$ cat src/rtl/pdm_mic_receiver.sv
// PDM microphone front end: generates micClk, samples micData on each falling
// micClk edge and reports the count of ones per DECIM-bit window through a valid/ready hold register.
module pdm_mic_receiver #(
    parameter int MIC_HALF = 50,
    parameter int DECIM    = 64
) (
    input  logic        clk,
    input  logic        rst_n,
    input  logic        en,
    input  logic        micData,
    output logic        micClk,
    output logic        micLRSel,
    output logic [15:0] sample,
    output logic        sample_valid,
    input  logic        sample_ready,
    output logic        overrun,
    input  logic        overrun_clr
);

    localparam int HALF_W = $clog2(MIC_HALF);
    localparam int BIT_W  = $clog2(DECIM);
    // One extra state so a window of all ones (DECIM) fits without wrapping.
    localparam int ACC_W  = $clog2(DECIM + 1);

    localparam logic [HALF_W-1:0] HALF_LAST = HALF_W'(MIC_HALF - 1);
    localparam logic [BIT_W-1:0]  BIT_LAST  = BIT_W'(DECIM - 1);

    logic              sync1_reg;
    logic              sync2_reg;
    logic [HALF_W-1:0] half_cnt_reg;
    logic              mic_clk_reg;
    logic [BIT_W-1:0]  bit_cnt_reg;
    logic [ACC_W-1:0]  ones_acc_reg;
    logic [15:0]       sample_reg;
    logic              sample_valid_reg;
    logic              overrun_reg;

    logic              half_wrap;
    logic              fall_tick;
    logic              window_done;
    logic [ACC_W-1:0]  window_total;
    logic              transfer;
    logic              load_sample;
    logic              overrun_evt;

    always_comb begin
        half_wrap    = en && (half_cnt_reg == HALF_LAST);
        fall_tick    = half_wrap && mic_clk_reg;
        window_done  = fall_tick && (bit_cnt_reg == BIT_LAST);
        window_total = ones_acc_reg + ACC_W'(sync2_reg);
        transfer     = sample_valid_reg && sample_ready;
        // A transfer on the completion cycle frees the holding register in time.
        load_sample  = window_done && (!sample_valid_reg || sample_ready);
        overrun_evt  = window_done && sample_valid_reg && !sample_ready;
    end

    always_ff @(posedge clk or negedge rst_n) begin
        if (!rst_n) begin
            sync1_reg <= 1'b0;
            sync2_reg <= 1'b0;
        end else begin
            sync1_reg <= micData;
            sync2_reg <= sync1_reg;
        end
    end

    always_ff @(posedge clk or negedge rst_n) begin
        if (!rst_n) begin
            half_cnt_reg <= '0;
            mic_clk_reg  <= 1'b0;
            bit_cnt_reg  <= '0;
            ones_acc_reg <= '0;
        end else if (!en) begin
            half_cnt_reg <= '0;
            mic_clk_reg  <= 1'b0;
            bit_cnt_reg  <= '0;
            ones_acc_reg <= '0;
        end else begin
            if (half_wrap) begin
                half_cnt_reg <= '0;
                mic_clk_reg  <= ~mic_clk_reg;
            end else begin
                half_cnt_reg <= half_cnt_reg + 1'b1;
            end
            if (fall_tick) begin
                if (window_done) begin
                    bit_cnt_reg  <= '0;
                    ones_acc_reg <= '0;
                end else begin
                    bit_cnt_reg  <= bit_cnt_reg + 1'b1;
                    ones_acc_reg <= window_total;
                end
            end
        end
    end

    always_ff @(posedge clk or negedge rst_n) begin
        if (!rst_n) begin
            sample_reg       <= '0;
            sample_valid_reg <= 1'b0;
            overrun_reg      <= 1'b0;
        end else begin
            if (load_sample) begin
                sample_reg       <= 16'(window_total);
                sample_valid_reg <= 1'b1;
            end else if (transfer) begin
                sample_valid_reg <= 1'b0;
            end
            if (overrun_evt)
                overrun_reg <= 1'b1;
            else if (overrun_clr)
                overrun_reg <= 1'b0;
        end
    end

    assign micClk       = mic_clk_reg;
    assign micLRSel     = 1'b0;
    assign sample       = sample_reg;
    assign sample_valid = sample_valid_reg;
    assign overrun      = overrun_reg;

endmodule

$ cat config.mk
export PLATFORM = sky130hd
export DESIGN_NAME = pdm_mic_receiver
export DESIGN_NICKNAME = d
export VERILOG_FILES = /design/src/rtl/pdm_mic_receiver.sv
export SDC_FILE = /design/constraint.sdc
export NUM_CORES = 1
export LEC_CHECK = 0
export CAP_MARGIN = 20
export CORE_MARGIN = 4
export CORE_UTILIZATION = 35
export DETAILED_ROUTE_END_ITERATION = 16
export DONT_BUFFER_PORTS = 1
export SETUP_SLACK_MARGIN = 0.05
export SLEW_MARGIN = 20
export SYNTH_ARGS = -nofsm -noshare
export SYNTH_HDL_FRONTEND = slang
export SYNTH_SLANG_ARGS = --single-unit
$ cat constraint.sdc
create_clock -name clk -period 2.4 [get_ports clk]
set_clock_uncertainty 0.05 [all_clocks]
set_input_delay 0.24 -clock clk [delete_from_list [all_inputs] [get_ports clk]]
set_output_delay 0.24 -clock clk [all_outputs]
set_load 0.005 [all_outputs]
After elaboration in Yosys (flattened, before gate mapping). Cells that the tools add are included.

Bits in registers: 31. Bits in latches: 0. Bits in writable memories: 0. ROM bits: 0. Input port bits: 6. Output and inout port bits: 20. Word-level logic and storage cells: 43. Memories: 0.

Add/sub/neg operators: 3. $mul: 0. Divide/modulo/power cells: 0. $lt $le $gt $ge: 0. Eq/ne operators: 4. Shift-type cells: 0. Muxes and demuxes: 14. Bitwise operators: 1. Reductions and logical operators: 12.

Operators with widths (number): $mux 6 (5); $mux 7 (3); $add 6x1->6 const B (2); $eq 6x6->1 const B (2); $add 7x1->7 (1); $logic_and 1x1->1 (7); $mux 1 (6); $ne 2x1->1 const B (2); $reduce_bool 2->1 (2); $logic_not 1->1 (2); $logic_or 1x1->1 (1); $not 1->1 (1).

Logic depth before layout (Yosys ltp). Gate-level depths: netlist of run 1.

Depth in word-level cells: 7. Mapped depth: 7. Gate-level depth less buffers: 6.

Worst setup path after synthesis of run 1. Ideal clock, no wire load.

Path type: flip-flop to flip-flop. Start point: reg half_cnt_reg[1]. End point: reg sample_reg[0], in the netlist sample[0]. Setup time: 125 ps. Arrival time: 1642 ps. Data required time: 2225 ps. Slack: 583 ps. Cell stages (with the launch flop): 7. Period minus slack after synthesis: 1817 ps. Cells stage by stage: dfrtp_1 -> inv_1 -> ha_1 -> and4bb_2 -> nand3_4 -> nor3_4 -> mux2_2.

Longest elaborated chain between the ends: 5.

RTL lines: start: declaration (RTL line 30) `logic [HALF_W-1:0] half_cnt_reg;`; start signal: assignment (RTL line 83) `half_cnt_reg <= half_cnt_reg + 1'b1;`; $eq 6x6->1 (RTL line 47) `half_wrap = en && (half_cnt_reg == HALF_LAST);`; $logic_and 1x1->1 (RTL line 47); $logic_and 1x1->1 (RTL line 48) `fall_tick = half_wrap && mic_clk_reg;`; $logic_and 1x1->1 (RTL line 49) `window_done = fall_tick && (bit_cnt_reg == BIT_LAST);`; $logic_and 1x1->1 (RTL line 53) `load_sample = window_done && (!sample_valid_reg || sample_ready);`; end signal: assignment (RTL line 104) `sample_reg <= 16'(window_total);`; end: declaration (RTL line 34) `logic [15:0] sample_reg;`.

No other way between the ends. A chain may end at the register's enable or synchronous reset.

Worst setup path after layout of run 1.
Start point: reg half_cnt_reg[1]. End point: reg sample_reg[1], in the netlist sample[1].

Same word-level chain as after synthesis.

==> reports/results.txt, run 1 <==
Main synth FF type -> dfrtp_1
CTS H-tree lvls -> 2
min cycle time layout -> 2130 ps
clock buffer depth -> 2
I/O pins -> 26
R2R Path Start -> half_cnt_reg[1]
commonest non-fill, non-tap cells in the layout -> dfrtp_1 (31), nand2_1 (17), nand3_1 (14), nor2_1 (11), conb_1 (10)
CORE AREA -> 4140 sq um
post-CTS setup buffer count -> 0
max frequency -> 470 MHz
drt first pass iters -> 4
routing usage on met1 -> 14.5%
n_diodes -> 0
drt initial violations -> 56
Ys Warns -> 0
static leakage -> 0.000763 uW
most area-consuming cells after synthesis -> dfrtp_1 (50%), buf_4 (4.9%), nand3_1 (4.5%), nand2_1 (4.1%), ha_1 (4.1%)
vias in the first global route -> 1047
Compound-Gate Fraction of Synth Area -> 6.08%
Critical Path AT -> 2250 ps
Critical R2R Capture -> sample[1]
Reg2Reg Setup Slack -> 270 ps
max incr delay on CP -> 460 ps
Mean Syn Cell Area -> 10.2 sq um
first-pass GRT wire length -> 4800 um
Crit Path Category -> reg -> reg
top-area cell type share of the netlist area -> 50.2%
Post-Syn Instances -> 152
Die H -> 74.4 um
Clock transition at path regs -> 60 ps
clk root buf -> clkbuf_8
register area share after synthesis -> 50.2%
CTS tree -> yes
drt via density -> 5.15
post-synthesis cell area -> 1540 sq um
wire per inst -> 13.8 um
worst hold start -> overrun_clr
initial core utilization -> 37.3%
gr usage total -> 11.8%
Final Hold Vio Count -> 0
post-CTS sizing -> 0
Synth-to-Final Area Change -> 9.48%
Congestion Overflow GR -> 0
Most Crowded Layer GR -> met2
DP HPWL -> 2050 um
footprint of the multi-input gates -> 689 sq um
CP endpoint kind -> flop
# setup viols final -> 0
clock sinks -> 31
Total Power -> 1020 uW
cell family with most CP delay -> simple AND/OR/NAND/NOR gates
Simple-Gate Fraction of Synth Area -> 20.3%
Synth async-reset ratio -> 100%
Fin Setup TNS -> 0 ps
reg2reg path depth -> 6
RSZ-0062 raised after global routing -> false
Final #Nets -> 168
Crit path required time -> 2520 ps
Die W -> 74.4 um
cell count of the worst hold path -> 1
CP Max Fanout -> 15
# Max-Cap Violations -> 0
pwr dens -> 603 nW/um^2
# DRC -> 0
Post-synth EDFFs -> 0
crit-path cells -> inv_1 > ha_1 > and4bb_2 > nand3_4 > nor3_4 > mux2_2
pin count of the biggest net entering global routing -> 32
Distinct cells, synth -> 27
post-synthesis mux area share -> 4.94%
fillers -> 426
commonest non-fill, non-tap cell in the layout -> dfrtp_1
run status -> completed
CTS Buf Count -> 5
Routability Congestion -> 0.797
CP Launch Type -> flop
worst path buffer plus inverter count -> 1
antenna-violating nets left -> 0
die area -> 5540 sq um
CTS Hold Bufs -> 3
initial antenna violation count -> 0
IO Port Bufs -> 0
share of cells above drive strength 1 -> 10.8%
Post-Synth Adder-Cell Area -> 4.05%
Final Max Tran Viols -> 0
row cnt -> 23
Hold Path End -> overrun
final period utilization -> 88.6%
Routed WL -> 2860 um
register area -> 776 sq um
global routing usage on met2 -> 18.0%
crit path max-delay cell type -> nor3_4
Synth Area in XOR/XNOR -> 6.81%
leading area contributor after synthesis -> dfrtp_1
Peak VDD IR -> 0.314 mV
largest family of logic cells by synthesized area -> simple AND/OR/NAND/NOR gates
Yosys reg bits -> 31
worst skew pair latency -> 280 ps
met3 usage -> 5.00%
Hold/Removal Path Class -> in -> reg
routed via count -> 1071
## layer usage
| metal | routed length (um) | share of wire [%] |
|---|---|---|
| met1 | 1200 | 42 |
| met2 | 1380 | 48 |
| met3 | 230 | 8.0 |
| met4 | 52 | 1.8 |
| met5 | 0 | 0 |
## Yosys cell counts (2+ instances only)
library cell  number
a21oi_1            9
and3_1             4
buf_4             10
clkbuf_1           4
dfrtp_1           31
ha_1               5
inv_1              6
mux2_2             5
mux2i_1            2
nand2_1           17
nand3_1           14
nand4_1            2
nor2_1            11
o21ai_0            2
o22ai_1            4
or3_1              5
xnor2_1            5
xor2_1             7
## metrics by stage
stage	setup WS (ps)	util (%)	area [sq um]	hold slack, ps	cells
2_1_floorplan	583	-	1580	-106	161
3_3_place_gp	347	37.4	1550	-105	197
3_5_place_dp	274	37.4	1550	-105	197
4_1_cts	255	40.8	1690	8.18	208
5_1_grt	98.6	40.8	1690	9.04	208
6_report	273	40.8	1690	16.1	208
## worst max path at each step
stage | start | end | slack, ps | cells past startpoint
after floorplan | half_cnt_reg[1] | sample[0] | 580 | 6
after detailed placement | half_cnt_reg[1] | sample[1] | 270 | 6
after global routing | half_cnt_reg[1] | sample[2] | 100 | 6
after global placement | half_cnt_reg[1] | sample[1] | 350 | 6
final | half_cnt_reg[1] | sample[1] | 270 | 6
after CTS | half_cnt_reg[1] | sample[1] | 250 | 6
## where the power goes
part | switching (uW) | internal [uW]
logic | 25.3 | 12.3
clock network | 183 | 261
registers | 6.39 | 530
## logic make-up (layout without fill, tap and decap cells)
kind of cell,after synthesis,count (layout)
xor+xnor,12,12
compound gates,17,17
flops,31,31
fa+ha+maj,5,5
simple gates,59,59
buf+inv,20,17
other cells,1,10
mux,7,7
## cell type report
cell class / count / area share, %
flip-flops and latches: 31 / 45.9
multi-input cells: 110 / 40.8
clock buffers: 8 / 5.92
well taps: 50 / 3.70
repair buffers: 3 / 2.37
inverters: 6 / 1.33
Note: power is estimated with default switching activity, not from simulation.
==> inputs of run 2 (changes only) <==
Settings changed: SLEW_MARGIN 20 to unset.
==> results of run 2 <==
Same layout as run 1: the final DEF is identical, and so are final timing and power.
